## config.mk

```make
export PLATFORM = sky130hd
export DESIGN_NAME = uart_receiver_flat
export DESIGN_NICKNAME = d
export VERILOG_FILES = /design/src/rtl/uart_receiver_if.sv /design/src/rtl/uart_receiver.sv /design/src/flat_wrapper.sv
export SDC_FILE = /design/constraint.sdc
export NUM_CORES = 1
export LEC_CHECK = 0
export ABC_AREA = 1
export CAP_MARGIN = 20
export CORE_MARGIN = 1
export CORE_UTILIZATION = 35
export DETAILED_ROUTE_END_ITERATION = 6
export GPL_ROUTABILITY_DRIVEN = 0
export PLACE_DENSITY = 0.65
export RECOVER_POWER = 50
export SYNTH_ARGS = -nofsm -noshare
export SYNTH_HDL_FRONTEND = slang
export SYNTH_SLANG_ARGS = --single-unit
```

## constraint.sdc

```tcl
create_clock -name clk -period 1.4 [get_ports clk]
set_input_delay 0.28 -clock clk [delete_from_list [all_inputs] [get_ports clk]]
set_output_delay 0.28 -clock clk [all_outputs]
set_load 0.005 [all_outputs]
```

## src/rtl/uart_receiver_if.sv

```systemverilog
// uart_receiver_if: serial input and received-byte outputs of the UART receiver.
interface uart_receiver_if;
    logic       RxD;
    logic       Rx_sample_ENABLE;
    logic [7:0] Rx_DATA;
    logic       Rx_VALID;
    logic       Rx_PERROR;
    logic       Rx_FERROR;
    logic       Rx_BUSY;
    modport master (output RxD, Rx_sample_ENABLE, input Rx_DATA, Rx_VALID, Rx_PERROR, Rx_FERROR, Rx_BUSY);
    modport slave (input RxD, Rx_sample_ENABLE, output Rx_DATA, Rx_VALID, Rx_PERROR, Rx_FERROR, Rx_BUSY);
endinterface

```

## src/rtl/uart_receiver.sv

```systemverilog
// uart_receiver: 16x-oversampled receiver for start/8 data LSB-first/parity/stop frames.
module uart_receiver #(
    parameter bit PARITY_ODD = 1'b0
) (
    input logic            clk,
    input logic            reset,
    uart_receiver_if.slave rx
);
    localparam logic [2:0] IDLE = 3'd0, START = 3'd1, DATA = 3'd2, PARITY = 3'd3, STOP = 3'd4;
    logic [2:0] state;
    logic [3:0] tick_cnt;
    logic [2:0] bit_idx;
    logic [7:0] shift;
    logic       par;
    logic       sync1;
    logic       rxd_s;
    logic       perr;
    assign perr = (^shift ^ par) != PARITY_ODD;
    always_ff @(posedge clk or negedge reset) begin
        if (!reset) begin
            state        <= IDLE;
            tick_cnt     <= '0;
            bit_idx      <= '0;
            shift        <= '0;
            par          <= 1'b0;
            sync1        <= 1'b1;
            rxd_s        <= 1'b1;
            rx.Rx_DATA   <= '0;
            rx.Rx_VALID  <= 1'b0;
            rx.Rx_PERROR <= 1'b0;
            rx.Rx_FERROR <= 1'b0;
            rx.Rx_BUSY   <= 1'b0;
        end else begin
            {rxd_s, sync1} <= {sync1, rx.RxD};
            rx.Rx_VALID    <= 1'b0;
            if (rx.Rx_sample_ENABLE) begin
                tick_cnt <= tick_cnt + 4'd1;
                case (state)
                    IDLE: begin
                        tick_cnt <= '0;
                        if (!rxd_s) begin
                            state      <= START;
                            rx.Rx_BUSY <= 1'b1;
                        end
                    end
                    // mid start bit: a high line here was only a glitch
                    START: if (tick_cnt == 4'd7) begin
                        tick_cnt   <= '0;
                        bit_idx    <= '0;
                        state      <= rxd_s ? IDLE : DATA;
                        rx.Rx_BUSY <= !rxd_s;
                    end
                    DATA: if (tick_cnt == 4'd15) begin
                        shift[bit_idx] <= rxd_s;
                        bit_idx        <= bit_idx + 3'd1;
                        if (bit_idx == 3'd7) state <= PARITY;
                    end
                    PARITY: if (tick_cnt == 4'd15) begin
                        par   <= rxd_s;
                        state <= STOP;
                    end
                    STOP: if (tick_cnt == 4'd15) begin
                        state        <= IDLE;
                        rx.Rx_BUSY   <= 1'b0;
                        rx.Rx_DATA   <= shift;
                        rx.Rx_PERROR <= perr;
                        rx.Rx_FERROR <= !rxd_s;
                        rx.Rx_VALID  <= !perr && rxd_s;
                    end
                    default: begin
                        state      <= IDLE;
                        rx.Rx_BUSY <= 1'b0;
                    end
                endcase
            end
        end
    end
endmodule

```

## src/flat_wrapper.sv

```systemverilog
// flat-port wrapper written by rule: the top's interface ports become plain ports
module uart_receiver_flat 
#(
    parameter bit PARITY_ODD = 1'b0
)
  (clk, reset, rx_RxD, rx_Rx_sample_ENABLE, rx_Rx_DATA, rx_Rx_VALID, rx_Rx_PERROR, rx_Rx_FERROR, rx_Rx_BUSY);
  uart_receiver_if rx_i ();
  input logic clk;
  input logic reset;
  input wire logic [$bits(rx_i.RxD)-1:0] rx_RxD;
  input wire logic [$bits(rx_i.Rx_sample_ENABLE)-1:0] rx_Rx_sample_ENABLE;
  output wire logic [$bits(rx_i.Rx_DATA)-1:0] rx_Rx_DATA;
  output wire logic [$bits(rx_i.Rx_VALID)-1:0] rx_Rx_VALID;
  output wire logic [$bits(rx_i.Rx_PERROR)-1:0] rx_Rx_PERROR;
  output wire logic [$bits(rx_i.Rx_FERROR)-1:0] rx_Rx_FERROR;
  output wire logic [$bits(rx_i.Rx_BUSY)-1:0] rx_Rx_BUSY;
  assign rx_i.RxD = rx_RxD;
  assign rx_i.Rx_sample_ENABLE = rx_Rx_sample_ENABLE;
  assign rx_Rx_DATA = rx_i.Rx_DATA;
  assign rx_Rx_VALID = rx_i.Rx_VALID;
  assign rx_Rx_PERROR = rx_i.Rx_PERROR;
  assign rx_Rx_FERROR = rx_i.Rx_FERROR;
  assign rx_Rx_BUSY = rx_i.Rx_BUSY;
  uart_receiver #(.PARITY_ODD(PARITY_ODD)) u_core (.clk(clk), .reset(reset), .rx(rx_i));
endmodule
```

== Yosys cells after proc, flatten, opt, wreduce, memory -nomap -nowiden ==
Cells that the tools add are included.

* Logic and storage cells: 68
* Input bits: 4
* Output and inout port bits: 12
* Register bits: 33

* Add/sub/neg operators: 2
* Mux-type cells: 23
* Bitwise operators: 2
* Reduce and logical (&&, ||, !) cells: 14
* $lt $le $gt $ge: 2
* Equal/unequal tests: 13

{| class="wikitable"
|+ Operators with widths
! kind !! count
|-
| two-way mux 3 bit || 8
|-
| case mux 3 bit (5 select lines) || 1
|-
| inequality test 2 x 1 -> 1 bit (second input constant) || 5
|-
| AND reduction 3 bit || 3
|-
| bitwise mux 8 bit || 1
|-
| case mux 4 bit (2 select lines) || 1
|-
| parity 8 bit || 1
|-
| two-way mux 1 bit || 7
|-
| AND reduction 7 bit || 1
|-
| == test 3 x 2 -> 1 bit (second input constant) || 2
|-
| == test 3 bit (second input constant) || 2
|-
| case mux 3 bit (2 select lines) || 1
|-
| AND reduction 5 bit || 1
|-
| adder 4 x 1 -> 4 bit (second input constant) || 1
|-
| == test 4 x 3 -> 1 bit (second input constant) || 1
|-
| == test 4 bit (second input constant) || 1
|-
| < comparator 3 x 4 -> 1 bit (second input constant) || 1
|-
| two-way mux 4 bit || 1
|-
| case mux 1 bit (4 select lines) || 1
|-
| AND reduction 4 bit || 1
|-
| adder 3 x 1 -> 3 bit (second input constant) || 1
|-
| demux 1 bit (select 3 bit) || 1
|-
| == test 3 x 1 -> 1 bit (second input constant) || 1
|-
| greater-or-equal comparator 3 x 1 -> 1 bit (second input constant) || 1
|-
| 9 further kinds || 11
|}

== Logic depth before layout (Yosys ltp) ==
Gate-level depths: netlist of run 1.

* Word-level depth: 7
* Mapped depth: 10
* Gate-level depth less buffers: 10

== Worst setup path before layout of run 1 ==
Ideal clock, no wire load.

* Path type: flip-flop to flip-flop
* From: reg u_core.tick_cnt[0]
* To: reg u_core.rx.Rx_PERROR
* Period minus slack after synthesis: 1376 ps
* Setup time: 117 ps
* Required time: 1283 ps
* Buffers on the path: 1
* Data arrival time: 1259 ps
* Slack: 24 ps
* Stages on the path, launching flop included: 8
* Cells stage by stage: dfrtp_1 > ha_1 > nand3_2 > nor3_4 > inv_2 > buf_6 > nand2_1 > nand2_1

* Longest elaborated chain between the ends: 2

{| class="wikitable"
|+ RTL lines
! item !! RTL line !! RTL
|-
| start, declared || uart_receiver.sv:11 || <nowiki>logic [3:0] tick_cnt;</nowiki>
|-
| start signal, assigned || uart_receiver.sv:37 || <nowiki>tick_cnt <= tick_cnt + 4'd1;</nowiki>
|-
| == test 4 bit || uart_receiver.sv:62 || <nowiki>STOP: if (tick_cnt == 4'd15) begin</nowiki>
|-
| AND reduction 3 bit (no source line) || -- ||
|-
| end signal, assigned || uart_receiver.sv:66 || <nowiki>rx.Rx_PERROR <= perr;</nowiki>
|-
| end, declared || uart_receiver_if.sv:11 || <nowiki>modport slave (input RxD, Rx_sample_ENABLE, output Rx_DATA, Rx_VALID, Rx_PERROR, Rx_FERROR, Rx_BUSY);</nowiki>
|}

Every way passes these cells.
A chain may end at the register's enable or synchronous reset.

== Worst setup path in the final report of run 1 ==
* From: reg u_core.tick_cnt[1]
* To: reg u_core.shift[0]

* Longest elaborated chain between the ends: 2

{| class="wikitable"
|+ RTL lines
! item !! RTL line !! RTL
|-
| == test 4 bit || uart_receiver.sv:53 || <nowiki>DATA: if (tick_cnt == 4'd15) begin</nowiki>
|-
| AND reduction 3 bit (no source line) || -- ||
|-
| end signal, assigned by index || uart_receiver.sv:54 || <nowiki>shift[bit_idx] <= rxd_s;</nowiki>
|-
| end, declared || uart_receiver.sv:13 || <nowiki>logic [7:0] shift;</nowiki>
|}

Every way passes these cells.

==> impl_metrics.py, run 1 <==
metrics = {
    "outcome": {
        "status": "finished with violations",
        "violations": "setup timing",
    },
    "synth": {
        "netlist_area_mm2": 0.001725,
        "ys_seq_area_share_pct": 48.01,
        "syn_avg_cell_area_um2": 7.879,
        "synth_top_area_share_pct": 44.96,
        "synth_cells": 219,
        "ys_types": 22,
        "yosysWarnings": 0,
        "synth_area_leaders": "dfrtp_1 45%, nand2_1 17%, nand3_1 6.1%",
        "synth_area_leader_cell": "dfrtp_1",
        "ys_ff_latch": 33,
        "syn-num-nets": 226,
    },
    "drt": {
        "ant_nets": 0,
        "dr.pass1.iters": 4,
        "wl_per_cell_um": 10.35,
        "drc": 0,
        "viasPerCell": 4.436,
        "drtIter0Drc": 71,
        "num_vias": 1464,
        "drt_wl_total_um": 3415,
    },
    "die": {
        "die_y_um": 72.21,
        "initial_core_util_pct": 36.53,
        "row_count": 25,
        "io_pins": 16,
        "design.die.area_mm2": 0.005214,
        "core-area_mm2": 0.004723,
        "die_w_um": 72.21,
    },
    "timing": {
        "slew_viol_final": 0,
        "max_clock_freq_mhz": 695.3,
        "finalHoldViolations": 0,
        "timing.final.ws_setup_ns": -0.03833,
        "period_needed_ns": 1.438,
        "worst_slew_pin_slew_ns": 0.8129,
        "fin_skew_ns": 0.005313,
        "min_period_over_period_pct": 102.7,
        "rsz0062_at_grt": "true",
        "setup_viol": 4,
        "slew_headroom_pct": 45.80,
        "fin_tns_setup_ns": -0.05998,
    },
    "grt": {
        "grt_pass1_wl_um": 5906,
        "grt_pass1_vias": 1367,
        "grt.total_usage_pct": 14.91,
        "antenna_found_initial": 0,
        "grt_max_degree": 34,
        "grt.overflow.total": 0,
    },
    "pwr": {
        "total_power_mw": 3.124,
        "irDropWorstVdd_uv": 999.4,
        "p_per_area_mw_per_mm2": 1341,
        "p_leak_nw": 1.110,
    },
    "hold_path": {
        "hold_path.class": "reg2reg",
        "hp-start": "u_core.sync1",
    },
    "critical_path": {
        "worstSetupPathType": "reg2reg",
        "worstSetupEndpointType": "flip-flop",
        "cp_max_fo": 7,
        "startpoint_type": "flip-flop",
        "arrival_ns": 1.61,
        "slowest_stage": "dfrtp_1",
        "rr_startpoint": "u_core.tick_cnt[1]",
        "worst_path_largest_cell_delay_ns": 0.39,
        "worstPathRequired_ns": 1.57,
        "cp-startpoint": "u_core.tick_cnt[1]",
        "cp_cell_sequence": "ha_4, nand3_4, nor3_4, buf_12, nand3_2, nand2_1, o21ai_1",
    },
    "layout": {
        "syn_to_final_growth_pct": 35.03,
        "diodes": 0,
        "final_cell_mix": "71 x nand2_1, 30 x dfrtp_1, 22 x inv_1",
        "nNetsFinal": 269,
        "stdcell_count": 330,
        "n_fill_cell": 454,
        "drive_above_1_share_pct": 29.28,
        "layout_commonest_cell": "nand2_1",
    },
    "clocking": {
        "cts_tree": "yes",
        "clockBufferDepth": 2,
        "holdBufCountCts": 0,
        "clock-sinks": 33,
        "numCtsBuffers": 5,
        "cts_root_buf": "clkbuf_8",
        "h-tree-depth": 2,
        "insertion_delay_ns": 0.29,
        "clk_pin_slew_ns": 0.07,
    },
    "placement": {
        "dpl.hpwl_um": 2442,
        "dp_cells": 315,
        "port_buffers": 15,
        "dp_slack_ns": -0.2032,
    },
    "flow_run": {
        "max-cap-violations": 0,
    },
}
[state kept, by name, summed over array words and instances (netlist names)]
name                 cells
u_core.bit_idx           3
u_core.par               1
u_core.rx.Rx_BUSY        1
u_core.rx.Rx_DATA        8
u_core.rx.Rx_FERROR      1
u_core.rx.Rx_PERROR      1
u_core.rx.Rx_VALID       1
u_core.rxd_s             1
u_core.shift             8
u_core.state             3
u_core.sync1             1
u_core.tick_cnt          4
[per-layer routing]
metal | up-vias | wire [um] | global-route usage [%]
met1 | 646 | 1564 | 17.40
met3 | 7 | 115 | 5.417
li1 | 793 | - | -
met4 | 0 | 58 | 6.536
met2 | 18 | 1676 | 24.61
met5 | - | 0 | 0
[path summary, 6_finish.rpt]
check | endpoint | slack (ns) | depth (start not counted)
max | u_core.shift[0] | -0.04 | 7
max in group asynchronous | u_core.state[0] | 0.22 | 2
max reg2reg | u_core.shift[0] | -0.04 | 7
min in group asynchronous | u_core.rx.Rx_PERROR | 0.62 | 2
min reg2reg | u_core.rxd_s | 0.36 | 0
min | u_core.rxd_s | 0.36 | 0
[critical path, delay by kind of cell, from the launching register on]
family,cells,cell delay [ns]
adders and majority gates,1,0.18
and+or+nand+nor,4,0.54
DFF,1,0.39
AOI/OAI and AO/OA,1,0.06
buffers and inverters,1,0.15
[Yosys cell counts (all sizes together)]
| library cell | count |
|---|---|
| nor3 | 2 |
| ha | 3 |
| buf | 2 |
| inv | 25 |
| o21ai | 27 |
| nand2 | 80 |
| a21oi | 4 |
| nand3b | 1 |
| dfstp | 2 |
| xor2 | 1 |
| o21a | 1 |
| nor2 | 17 |
| dfrtp | 31 |
| nand3 | 23 |
[through the flow]
step | hold WS [ns] | utilization [%] | area, um^2
after floorplan | -0.01559 | - | 1725
after global placement | 0.3493 | 43.95 | 2076
after detailed placement | 0.3503 | 43.95 | 2076
after CTS | 0.3532 | 46.68 | 2205
after global routing | 0.3631 | 49.32 | 2330
final | 0.3586 | 49.32 | 2330
[cells by family after synthesis]
kind of cell	synth area share [%]
AO/OA/AOI/OAI	11.39
XOR/XNOR	0.5077
flip-flops	48.01
AND/OR/NAND/NOR	31.54
buffers and inverters	6.381
adder cells (fa/ha/maj)	2.176
[final cells by class]
class | count | area (um^2) | share of cell area [%]
repair inverters | 1 | 6.256 | 0.2685
repair buffers | 37 | 314.1 | 13.48
well taps | 67 | 83.83 | 3.598
clock buffers | 5 | 68.82 | 2.954
multi-input cells | 159 | 910.9 | 39.10
clock inverters | 3 | 17.52 | 0.7519
inverters | 25 | 98.84 | 4.243
flip-flops and latches | 33 | 829.5 | 35.61
[timing repair]
action,CTS,global route
endpoints found under the hold margin,0,0
cloned,0,1
setup buffers,3,3
pin swaps,7,7
resized for setup,20,28
setup endpoints to repair,37,27
[where the power goes]
part / total [mW] / leakage, nW / switching (mW) / internal [mW]
clock network: 0.708 / 0.0439 / 0.366 / 0.343
registers: 1.22 / 0.417 / 0.130 / 1.09
logic: 1.20 / 0.649 / 0.642 / 0.557
Note: power is estimated with default switching activity, not from simulation.
==> inputs of run 2 (changes only) <==
--- a/config.mk
+++ b/config.mk
@@ -9,3 +9,2 @@
 export CAP_MARGIN = 20
-export CORE_MARGIN = 1
 export CORE_UTILIZATION = 35
==> constraint.sdc (replaced) <==
create_clock -name clk -period 1.4 [get_ports clk]
set_input_delay 0.14 -clock clk [delete_from_list [all_inputs] [get_ports clk]]
set_output_delay 0.14 -clock clk [all_outputs]
set_load 0.005 [all_outputs]
==> impl_metrics.py, run 2 (synthesized netlist as in run 1, its figures left out) <==
metrics = {
    "grt": {
        "grt.overflow.total": 0,
        "grt_max_degree": 34,
        "grt.total_usage_pct": 15.65,
        "grt_pass1_vias": 1411,
        "antenna_found_initial": 0,
        "grt_pass1_wl_um": 6078,
    },
    "critical_path": {
        "cp_cell_sequence": "ha_4, nand3_4, nor3_4, buf_12, nand3_4, nand2_1, o21ai_1",
        "rr_startpoint": "u_core.tick_cnt[0]",
        "arrival_ns": 1.57,
        "worstSetupPathType": "reg2reg",
        "startpoint_type": "flip-flop",
        "worst_path_largest_cell_delay_ns": 0.39,
        "worstSetupEndpointType": "flip-flop",
        "worstPathRequired_ns": 1.56,
        "slowest_stage": "dfrtp_1",
        "worstRegToRegCells": 7,
        "reg2reg_slack_ns": -0.008,
        "cp_top_family": "simple AND/OR/NAND/NOR gates",
        "cpMostUsedCell": "nand3_4",
        "path_buf_inv": 1,
        "reg2reg_to": "u_core.shift[2]",
        "cp_max_fo": 8,
    },
    "timing": {
        "slew_headroom_pct": 46.08,
        "min_period_over_period_pct": 100.6,
        "setup_viol": 1,
        "timing.final.ws_setup_ns": -0.007770,
        "hold_slack_ns": 0.3566,
        "max_clock_freq_mhz": 710.3,
        "rsz0062_at_grt": "true",
        "worst_slew_pin_slew_ns": 0.8088,
        "period_needed_ns": 1.408,
        "finalHoldViolations": 0,
        "fin_tns_setup_ns": -0.007770,
        "slew_viol_final": 0,
        "fin_skew_ns": 0.002725,
    },
    "layout": {
        "nNetsFinal": 269,
        "syn_to_final_growth_pct": 40.61,
        "diodes": 0,
        "reg_top3": "u_core.rx.Rx_DATA: 8 flops, u_core.shift: 8 flops, u_core.tick_cnt: 4 flops",
        "final_cell_mix": "70 x nand2_1, 29 x dfrtp_1, 21 x inv_1",
        "layout_commonest_cell": "nand2_1",
        "drive_above_1_share_pct": 30.80,
    },
    "die": {
        "core-area_mm2": 0.004723,
        "die_y_um": 72.21,
        "row_count": 25,
        "io_pins": 16,
        "die_w_um": 72.21,
        "design.die.area_mm2": 0.005214,
        "initial_core_util_pct": 36.53,
    },
    "hold_path": {
        "hp-start": "u_core.sync1",
        "holdPathStages": 0,
        "hold_end": "u_core.rxd_s",
        "hold_path.class": "reg2reg",
    },
    "clocking": {
        "insertion_delay_ns": 0.29,
        "clk_pin_slew_ns": 0.07,
        "cts_tree": "yes",
        "cts_root_buf": "clkbuf_8",
        "clockBufferDepth": 2,
        "clock-sinks": 33,
        "holdBufCountCts": 0,
        "h-tree-depth": 2,
        "numCtsBuffers": 5,
    },
    "flow_run": {
        "max-cap-violations": 0,
    },
    "drt": {
        "ant_nets": 0,
        "drtIter0Drc": 57,
        "viasPerCell": 4.685,
        "num_vias": 1546,
        "drc": 0,
        "wl_per_cell_um": 11.53,
        "drt_wl_total_um": 3804,
        "dr.pass1.iters": 4,
    },
    "pwr": {
        "p_per_area_mw_per_mm2": 1343,
        "p_leak_nw": 1.103,
        "total_power_mw": 3.259,
        "irDropWorstVdd_uv": 947.1,
    },
    "outcome": {
        "status": "finished with violations",
        "violations": "setup timing",
    },
    "placement": {
        "dp_slack_ns": -0.06819,
        "port_buffers": 15,
        "dpl.hpwl_um": 2447,
    },
}
==> run 2: cell types whose count changed in the layout (fill, tap and decap cells not counted), sizes merged <==
| cell | change |
|---|---|
| buf | -1 |
| clkbuf | +1 |
| clkdlybuf4s50 | +12 |
| clkinvlp | -1 |
| dlygate4sd2 | -12 |
| inv | +1 |
==> run 2: repair_timing <==
action / in CTS / in global routing
resized for setup: 6 / 53
gates cloned: 0 / 2
pin swaps: 2 / 16
setup endpoints to repair: 25 / 27
setup buffers: 0 / 7
==> run 2: how the worst max path moves through the flow <==
stage	to	cells after the start	startpoint
after floorplan	u_core.rx.Rx_PERROR	7	u_core.tick_cnt[0]
after global placement	u_core.shift[6]	6	rx_Rx_sample_ENABLE
after detailed placement	u_core.rx.Rx_DATA[6]	6	u_core.tick_cnt[0]
after CTS	u_core.shift[1]	6	u_core.tick_cnt[1]
after global routing	u_core.shift[7]	7	u_core.tick_cnt[0]
final	u_core.shift[2]	7	u_core.tick_cnt[0]
==> run 2: worst reg2reg max path: cells and delay by family, from the launching register on <==
family	cells	cell delay, ns
flops	1	0.39
fa+ha+maj	1	0.19
buf+inv	1	0.18
compound gates	1	0.07
simple gates	4	0.46
==> run 2: power breakdown <==
part	total [mW]	internal (mW)	switching, mW
sequential	1.24	1.09	0.153
clock	0.690	0.344	0.346
combinational	1.33	0.604	0.721
==> run 2: area by class of cell <==
| class | count | area, um^2 |
|---|---|---|
| Timing Repair Buffer | 36 | 325.3 |
| Sequential cell | 33 | 830.8 |
| Tap cell | 67 | 83.83 |
| Clock inverter | 2 | 10.01 |
| Clock buffer | 6 | 72.57 |
| Fill cell | 462 | 2297 |
| Inverter | 25 | 101.3 |
| Multi-Input combinational cell | 159 | 984.7 |
| Timing Repair inverter | 2 | 17.52 |
==> run 2: metrics by stage <==
step | utilization [%] | instances | instance area [um^2]
finish | 51.36 | 330 | 2426
global route | 51.36 | 330 | 2426
CTS | 45.96 | 321 | 2171
detailed placement | 43.63 | 313 | 2061
global placement | 43.63 | 313 | 2061
floorplan | - | 219 | 1725
==> run 2: routing by layer <==
layer	wire, um	share of wire (%)	track usage [%]
met2	1974	52	26.27
met5	0	0	0
met4	73	1.9	7.843
met1	1636	43	17.65
met3	120	3.2	5.417
